**config.mk**
```make
export PLATFORM = sky130hd
export DESIGN_NAME = conv_window_ctrl
export DESIGN_NICKNAME = d
export VERILOG_FILES = /design/src/rtl/cnn_pkg.sv /design/src/rtl/window_addr_gen.sv /design/src/rtl/conv_window_ctrl.sv
export SDC_FILE = /design/constraint.sdc
export NUM_CORES = 1
export LEC_CHECK = 0
export CAP_MARGIN = 25
export CORE_MARGIN = 4
export CORE_UTILIZATION = 40
export CTS_CLUSTER_DIAMETER = 150
export CTS_CLUSTER_SIZE = 24
export DETAILED_ROUTE_END_ITERATION = 8
export DONT_BUFFER_PORTS = 1
export PLACE_DENSITY = 0.68
export SYNTH_ARGS = -nofsm -noshare
export SYNTH_HDL_FRONTEND = slang
export SYNTH_SLANG_ARGS = --single-unit
```
**constraint.sdc**
```tcl
create_clock -name clk -period 6.9 [get_ports clk]
set_input_delay 1.38 -clock clk [delete_from_list [all_inputs] [get_ports clk]]
set_output_delay 1.38 -clock clk [all_outputs]
set_load 0.1 [all_outputs]
```
**src/rtl/cnn_pkg.sv**
```systemverilog
// Shared CNN constants: default image geometry, pixel width, convolution window size
// and the state encoding of the window controller.
package cnn_pkg;

   localparam int IMG_W_DEF = 28;
   localparam int IMG_H_DEF = 28;
   localparam int PIX_W_DEF = 8;
   localparam int WIN_SIZE  = 3;
   localparam int WIN_ELEMS = WIN_SIZE * WIN_SIZE;

   typedef enum logic [1:0] {
      IDLE,
      FETCH,
      PRESENT,
      FIN
   } win_state_t;

endpackage

```
**src/rtl/window_addr_gen.sv**
```systemverilog
// Maps (output row, output col, element index k) to a pixel address plus a bounds flag.
// With CONV_ZERO_PAD_EN the window is centred on the output coordinate, otherwise anchored top-left.
module window_addr_gen
   import cnn_pkg::*;
#(
   parameter int IMG_W  = IMG_W_DEF,
   parameter int IMG_H  = IMG_H_DEF,
   parameter int ADDR_W = $clog2(IMG_W * IMG_H)
) (
   input  logic [15:0]       out_row,
   input  logic [15:0]       out_col,
   input  logic [3:0]        k,
   output logic [ADDR_W-1:0] addr,
   output logic              in_bounds
);

`ifdef CONV_ZERO_PAD_EN
   localparam int ORIGIN = 1;
`else
   localparam int ORIGIN = 0;
`endif

   int pix_row;
   int pix_col;

   // Signed arithmetic so that the padded border goes negative instead of wrapping.
   always_comb begin
      pix_row   = int'(out_row) + int'(k) / WIN_SIZE - ORIGIN;
      pix_col   = int'(out_col) + int'(k) % WIN_SIZE - ORIGIN;
      in_bounds = (pix_row >= 0) && (pix_row < IMG_H) && (pix_col >= 0) && (pix_col < IMG_W);
      addr      = '0;
      if (in_bounds) begin
         addr = ADDR_W'(pix_row * IMG_W + pix_col);
      end
   end

endmodule

```
**src/rtl/conv_window_ctrl.sv**
```systemverilog
// Scans an image held in a one-cycle-latency memory and presents 3x3 windows in raster order
// over a valid/ready handshake. Define CONV_ZERO_PAD_EN for same-size output with zero padding.
module conv_window_ctrl
   import cnn_pkg::*;
#(
   parameter int IMG_W    = IMG_W_DEF,
   parameter int IMG_H    = IMG_H_DEF,
   parameter int PIX_W    = PIX_W_DEF,
   localparam int ADDR_W  = $clog2(IMG_W * IMG_H)
) (
   input  logic                          clk,
   input  logic                          rst,
   input  logic                          start,
   output logic                          busy,
   output logic                          done,
   output logic                          mem_rd_en,
   output logic [ADDR_W-1:0]             mem_addr,
   input  logic [PIX_W-1:0]              mem_rd_data,
   output logic                          win_valid,
   input  logic                          win_ready,
   output logic [WIN_ELEMS*PIX_W-1:0]    win_data,
   output logic [15:0]                   out_row,
   output logic [15:0]                   out_col
);

`ifdef CONV_ZERO_PAD_EN
   localparam int OUT_W = IMG_W;
   localparam int OUT_H = IMG_H;
`else
   localparam int OUT_W = IMG_W - 2;
   localparam int OUT_H = IMG_H - 2;
`endif

   // Slot WIN_ELEMS issues nothing; it only captures the data of the last element.
   localparam logic [3:0] LAST_SLOT = 4'(WIN_ELEMS);

   win_state_t                    state_q, state_d;
   logic [3:0]                    slot_q, slot_d;
   logic                          rd_prev_q, rd_prev_d;
   logic [WIN_ELEMS*PIX_W-1:0]    win_q, win_d;
   logic [15:0]                   row_q, row_d;
   logic [15:0]                   col_q, col_d;
   logic [ADDR_W-1:0]             elem_addr;
   logic                          elem_in_bounds;
   logic                          last_win;

   window_addr_gen #(
      .IMG_W  (IMG_W),
      .IMG_H  (IMG_H),
      .ADDR_W (ADDR_W)
   ) u_addr_gen (
      .out_row   (row_q),
      .out_col   (col_q),
      .k         (slot_q),
      .addr      (elem_addr),
      .in_bounds (elem_in_bounds)
   );

   always_comb begin
      busy      = (state_q != IDLE);
      done      = (state_q == FIN);
      win_valid = (state_q == PRESENT);
      mem_rd_en = (state_q == FETCH) && (slot_q < LAST_SLOT) && elem_in_bounds;
      mem_addr  = mem_rd_en ? elem_addr : '0;
      win_data  = win_q;
      out_row   = row_q;
      out_col   = col_q;
      last_win  = (row_q == 16'(OUT_H - 1)) && (col_q == 16'(OUT_W - 1));
   end

   always_comb begin
      state_d   = state_q;
      slot_d    = slot_q;
      rd_prev_d = mem_rd_en;
      win_d     = win_q;
      row_d     = row_q;
      col_d     = col_q;
      case (state_q)
         IDLE: begin
            if (start) begin
               state_d = FETCH;
               slot_d  = '0;
               row_d   = '0;
               col_d   = '0;
            end
         end
         FETCH: begin
            // Data read in slot e arrives in slot e+1; skipped (padded) reads capture zero.
            for (int e = 0; e < WIN_ELEMS; e++) begin
               if (slot_q == 4'(e + 1)) begin
                  win_d[e*PIX_W +: PIX_W] = rd_prev_q ? mem_rd_data : '0;
               end
            end
            if (slot_q == LAST_SLOT) begin
               state_d = PRESENT;
               slot_d  = '0;
            end else begin
               slot_d = slot_q + 4'd1;
            end
         end
         PRESENT: begin
            if (win_ready) begin
               if (last_win) begin
                  state_d = FIN;
               end else begin
                  state_d = FETCH;
                  slot_d  = '0;
                  if (col_q == 16'(OUT_W - 1)) begin
                     col_d = '0;
                     row_d = row_q + 16'd1;
                  end else begin
                     col_d = col_q + 16'd1;
                  end
               end
            end
         end
         FIN: begin
            state_d = IDLE;
         end
         default: begin
            state_d = IDLE;
         end
      endcase
   end

   always_ff @(posedge clk) begin
      if (rst) begin
         state_q   <= IDLE;
         slot_q    <= '0;
         rd_prev_q <= 1'b0;
         win_q     <= '0;
         row_q     <= '0;
         col_q     <= '0;
      end else begin
         state_q   <= state_d;
         slot_q    <= slot_d;
         rd_prev_q <= rd_prev_d;
         win_q     <= win_d;
         row_q     <= row_d;
         col_q     <= col_d;
      end
   end

endmodule

```
After elaboration in Yosys (flattened, before gate mapping)
Index checks and enable logic that the tools add are counted.
W data, S select, Z words.
- eq/ne operators: 19
- reduce and logical (&&, ||, !) cells: 23
- multiply operators: 1
- add/sub/neg operators: 6
- mux-type cells: 22
- divide/modulo/power cells: 2
- $lt $le $gt $ge: 5
- operator list (kind ; count):
    $mux W16 ; 7
    $add A17 B32 Y32 ; 2
    $ge A32 B1 Y1 const B ; 2
    $lt A32 B6 Y1 const B ; 2
    $pmux W16 S2 ; 2
    $add A16 B1 Y16 const B ; 2
    $div A5 B3 Y32 const B ; 1
    $eq A16 B5 Y1 const B ; 2
    $mod A5 B3 Y32 const B ; 1
    $mul A32 B4 Y8 const B ; 1
    $mux W10 ; 2
    $reduce_and A2 Y1 ; 9
    $eq A4 B3 Y1 const B ; 4
    $mux W4 ; 4
    $pmux W4 S3 ; 1
    $add A10 B10 Y10 ; 1
    $eq A4 B2 Y1 const B ; 2
    $eq A4 B4 Y1 const B ; 2
    $mux W2 ; 4
    $mux W8 ; 1
    $pmux W2 S4 ; 1
    $reduce_and A4 Y1 ; 2
    $logic_and A1 B1 Y1 ; 6
    $ne A2 B1 Y1 const B ; 3
    11 further kinds ; 14
- bits in registers: 111
- input bits: 12
- logic and storage cells: 92

Depth between registers and ports, before layout
- depth in word-level cells: 8
- mapped depth: 32

Cells and area by module
From an unflattened synthesis, not the netlist that was laid out.
- cell total of the unflattened synthesis: 946
- area, all modules: 7634.8 um^2
- by module, submodules not included (module ; cells an instance ; area an instance (um^2) ; seq. area each (um^2) ; instances):
    conv_window_ctrl ; 590 ; 4969.8 ; 2222.1 ; 1
    window_addr_gen ; 356 ; 2665.1 ; 0.0 ; 1

Worst setup path before layout
OpenSTA, ideal clock, no wires.
- path kind: reg2out
- start: register slot_q[3]
- end: output mem_addr[9]
- path buffers: 4
- cell stages (with the launch flop): 32
- data required time: 5.520 ns
- arrival: 7.865 ns
- setup slack: -2.345 ns
- path through: dfxtp_1 -> buf_6 -> and2b_1 -> clkbuf_1 -> ha_1 -> ha_1 -> clkbuf_8 -> or3_1 -> buf_6 -> clkinv_8 -> nor2_1 -> a21oi_1 -> ha_1 -> a2111oi_4 -> o21ai_1 -> ha_1 -> inv_1 -> fa_1 -> xnor2_1 -> ha_1 -> inv_1 -> fa_1 -> inv_1 -> fa_1 -> a21o_1 -> a21oi_1 -> xnor2_1 -> ha_1 -> a21oi_1 -> o21ai_0 -> xnor2_1 -> nor3_1
- word-level cells in the longest chain between the ends: 8
- elaborated cells on any way between the ends: 18
- classes of those cells: add/sub: 3; mul: 1; div: 2; order compare: 5; mux: 2; reduce/logical: 5
- RTL lines (item ; RTL line ; source):
    start: declaration ; conv_window_ctrl.sv:38 ; logic [3:0] slot_q, slot_d;
    start signal: assignment ; conv_window_ctrl.sv:136 ; slot_q <= slot_d;
    parallel branches: the longest is 7 deep, another holds $div A5 B3 Y32 ; n/a ;
    $mux W10 (*) ; conv_window_ctrl.sv:64 ; mem_addr = mem_rd_en ? elem_addr : '0;
    end: declaration ; conv_window_ctrl.sv:17 ; output logic [ADDR_W-1:0] mem_addr,
Every way passes the cells marked *.

Worst setup path after layout
Ends and elaborated chain as after synthesis.

==> Implementation_results.wiki <==
{| class="wikitable"
! Metric !! Value
|-
| Status || finished, violations left
|-
| Failing checks || negative setup slack
|-
| Total clock buffers created by CTS || 9
|-
| Worst slew pin tran || between 1 and 1.5 ns
|-
| Worst EP required || 5.52 ns
|-
| Die X-Extent || about 140 um
|-
| Number of max-capacitance violations reported || 0
|-
| Netlist area before placement || between 7000 and 8000 um2
|-
| Drt first-iter violations || 546
|-
| Final clock period utilization by the worst path || 1.040
|-
| Critical path class || reg2out
|-
| Placed instance area || 8073 um2
|-
| Number of sinks on the clock net || 111
|-
| Detailed-route DRC error count || 0
|-
| Total routed wirelength || 20,360 um
|-
| Share of flip-flops with an asynchronous set or reset after synthesis || 0
|-
| Root Driver || sky130_fd_sc_hd__clkbuf_16
|-
| Pin count of the biggest net entering global routing || 84
|-
| Maximum fanout count along the critical path || 4
|-
| Vias in the first global route || 6,045
|-
| Routed WL per cell || 17.30 um
|-
| Number of top-level pins || 130
|-
| Number of antenna violations at the first check in global routing || 0
|-
| Area growth from synthesis to final layout || 22.66%
|-
| Power after layout || roughly 1300 uW
|-
| Mapped Cells || 893
|-
| PwrDens || 145.7 nW/um2
|-
| Synth Area in Adders || 0.1051
|-
| Sequential cell area fraction in the yosys report || 0.3122
|-
| Simple logic cell fraction of the synthesized area || 0.2507
|-
| Die area || 19,990 um2
|-
| Largest family of logic cells by synthesized area || simple AND/OR/NAND/NOR gates
|-
| Count of input and output buffers || 0
|-
| Post-synth top area share || 0.3122
|-
| Fraction of layout instances using a drive strength above 1 || 0.1922
|-
| Endpoint arrival time on the critical path || between 5 and 6 ns
|-
| Flip-flop and latch count after synthesis || 111
|-
| Average via count per standard cell || 5.410
|-
| CTS tree || done
|-
| CTS H-tree depth || 3
|-
| Post-route setup slack || -0.2749 ns
|-
| Synthesized area divided by synthesized cell count || 7.970 um2
|-
| Cell variety after synth || 84
|-
| Warning count from the yosys run || 0
|-
| Net count, final || roughly 1,000
|-
| Leakage || 0.003491 uW
|-
| GPL Wtd Cong || 0.9043
|-
| Final Util || 0.5030
|-
| Skew-Pair Late Insertion Delay || 0.35 ns
|-
| Clock edge transition at the registers on the reported setup and hold paths || 0.08 ns
|-
| Post-Layout Inst Area || 8730 um2
|-
| Synth Area in Compound Gates || 0.1719
|-
| Detail Route Antenna Nets || 0
|-
| Fraction of synthesized cell area in xor and xnor cells || 0.07138
|-
| Max-slew headroom || 0.2726
|-
| Time the worst path needs with I/O delays and setup || ~7.2 ns
|-
| Layout Skew || 0.006782 ns
|-
| First-pass GRT wire length || 32,140 um
|-
| Final setup vio count || 6
|-
| Most used flip-flop cell after synthesis || sky130_fd_sc_hd__dfxtp_1
|-
| Hold Violations, Final || 0
|-
| RSZ-0062 raised after global routing || yes
|-
| Total global routing overflow || 0
|-
| Number of fill cells in the layout || ~1,600
|-
| Number of rows in the core area || 48
|-
| Area of the core region || 17,360 um2
|-
| Die Y-Extent || between 100 and 150 um
|-
| Maximum clock frequency || approximately 140 MHz
|-
| CTS Buffer Depth || 2
|-
| Hold Crit Class || reg2reg
|-
| Delay of the slowest critical-path stage || 0.51 ns
|-
| Number of flops mapped to enable cells by yosys || 0
|-
| Number of optimization iterations in the first detailed-route pass || 5
|-
| Combined global-route utilization of all metal layers || 0.1981
|-
| Crit start category || register
|-
| Critical Path Slowest Stage Cell || sky130_fd_sc_hd__fa_1
|-
| Detailed-route via count || 6,368
|-
| Number of nets produced by synthesis || 960
|-
| Nature of the critical path endpoint || output pin
|-
| Number of pins with negative max-slew slack in the final report || 0
|-
| Starting utilization of the core area || 0.4100
|-
| Yosys top cell by area || sky130_fd_sc_hd__dfxtp_1
|-
| Total of hold buffers inserted after clock tree synthesis || 0
|-
| Biggest area contributors in the synthesized netlist || sky130_fd_sc_hd__dfxtp_1, sky130_fd_sc_hd__nor2_1, sky130_fd_sc_hd__ha_1
|-
| Mux share of post-synthesis cell area || 0.03147
|-
| Number of antenna diodes || 0
|-
| Max VDD drop || 0.0001280 V
|-
| Detailed placer's ending HPWL || 15,160 um
|}
## area by class of cell
class | count | area, um2 | area share
clock buffers | 10 | 229.0 | 0.02623
clock inverters | 5 | 66.31 | 0.007596
inverters | 44 | 180.2 | 0.02064
multi-input cells | 694 | 4905 | 0.5618
flip-flops and latches | 111 | 2225 | 0.2548
well taps | 225 | 281.5 | 0.03225
repair buffers | 88 | 843.3 | 0.09660
## through the flow
step | hold WS [ns] | worst slack [ns] | TNS [ns] | instances
2_1_floorplan | 0.5660 | -0.7496 | -3.933 | 893
3_3_place_gp | 0.5500 | 0.04734 | 0 | 1148
3_5_place_dp | 0.5555 | -0.04719 | -0.05279 | 1151
4_1_cts | 0.5718 | -0.2301 | -0.6162 | 1170
5_1_grt | 0.6227 | -0.5197 | -2.483 | 1177
6_report | 0.5712 | -0.2749 | -0.7674 | 1177
## kinds of logic after synthesis
logic type               count (synthesis)
multiplexers                            22
buffers and inverters                   88
XOR/XNOR                                58
flip-flops                             111
AND/OR/NAND/NOR                        372
AO/OA/AOI/OAI                          187
adder cells (fa/ha/maj)                 55
## what timing repair did
| item | in CTS | in global routing |
|---|---|---|
| buffers inserted | 4 | 8 |
| gates resized for setup | 21 | 33 |
| setup endpoints to repair | 6 | 11 |
| pin swaps | 14 | 23 |
## routing by layer
metal,global-route usage,vias up,wire (um)
met4,0.04646,0,248
met1,0.2502,2972,8580
met3,0.07044,20,1856
met2,0.3261,193,9674
met5,0,-,0
li1,-,3183,-
## synth_stat cells (all sizes together), types with 4 or more instances
cell type / number
a2111oi: 4
a211oi: 8
a21o: 12
a21oi: 93
and2: 12
and3: 5
buf: 10
clkbuf: 34
dfxtp: 111
fa: 8
ha: 47
inv: 43
mux2i: 19
nand2: 56
nand2b: 9
nand3: 22
nand4: 12
nor2: 192
nor2b: 9
nor3: 18
nor3b: 4
nor4: 10
o211ai: 8
o21ai: 20
o21bai: 5
or2: 6
xnor2: 34
xor2: 24
## registers in the layout, summed over array words and instances, names as in the netlist
register,flops
win_data,72
rd_prev_q,1
out_col,16
state_q,2
slot_q,4
out_row,16
## where the power goes
| group | switching, uW | internal, uW |
|---|---|---|
| combinational | 63.3 | 25.9 |
| clock | 250 | 286 |
| sequential | 5.52 | 642 |
| total | 319 | 954 |
## final timing paths
path	start	endpoint	slack, ns	depth (start not counted)
max	slot_q[3]	mem_addr[9]	-0.27	29
min	out_row[3]	out_row[3]	0.57	2
max reg2reg	slot_q[3]	rd_prev_q	1.88	21
min reg2reg	out_row[3]	out_row[3]	0.57	2
## cell usage in the layout (no fill, tap or decap), types with 6 or more instances in the layout
cell,n
sky130_fd_sc_hd__buf_12,12
sky130_fd_sc_hd__clkbuf_16,9
sky130_fd_sc_hd__nand2_1,55
sky130_fd_sc_hd__nor2b_1,7
sky130_fd_sc_hd__nor4_1,6
sky130_fd_sc_hd__nand4_1,12
sky130_fd_sc_hd__buf_4,68
sky130_fd_sc_hd__xnor2_1,30
sky130_fd_sc_hd__a21o_1,12
sky130_fd_sc_hd__a211oi_1,7
sky130_fd_sc_hd__mux2i_1,19
sky130_fd_sc_hd__nor3_1,7
sky130_fd_sc_hd__ha_1,35
sky130_fd_sc_hd__nand2b_1,9
sky130_fd_sc_hd__nor2_1,190
sky130_fd_sc_hd__nor3_4,10
sky130_fd_sc_hd__a21oi_1,86
sky130_fd_sc_hd__and2_1,11
sky130_fd_sc_hd__nand3_1,22
sky130_fd_sc_hd__dfxtp_1,109
sky130_fd_sc_hd__ha_4,10
sky130_fd_sc_hd__o21ai_0,14
sky130_fd_sc_hd__inv_2,6
sky130_fd_sc_hd__xor2_1,21
sky130_fd_sc_hd__o211ai_1,7
sky130_fd_sc_hd__inv_1,36
## critical path: cells and delay by family (launching register included)
family	cells	cell delay (ns)
xor+xnor	3	0.49
compound gates	7	0.72
fa+ha+maj	9	2.51
simple gates	5	0.97
buf+inv	5	0.39
flops	1	0.34
Note: power is estimated with default switching activity, not from simulation.
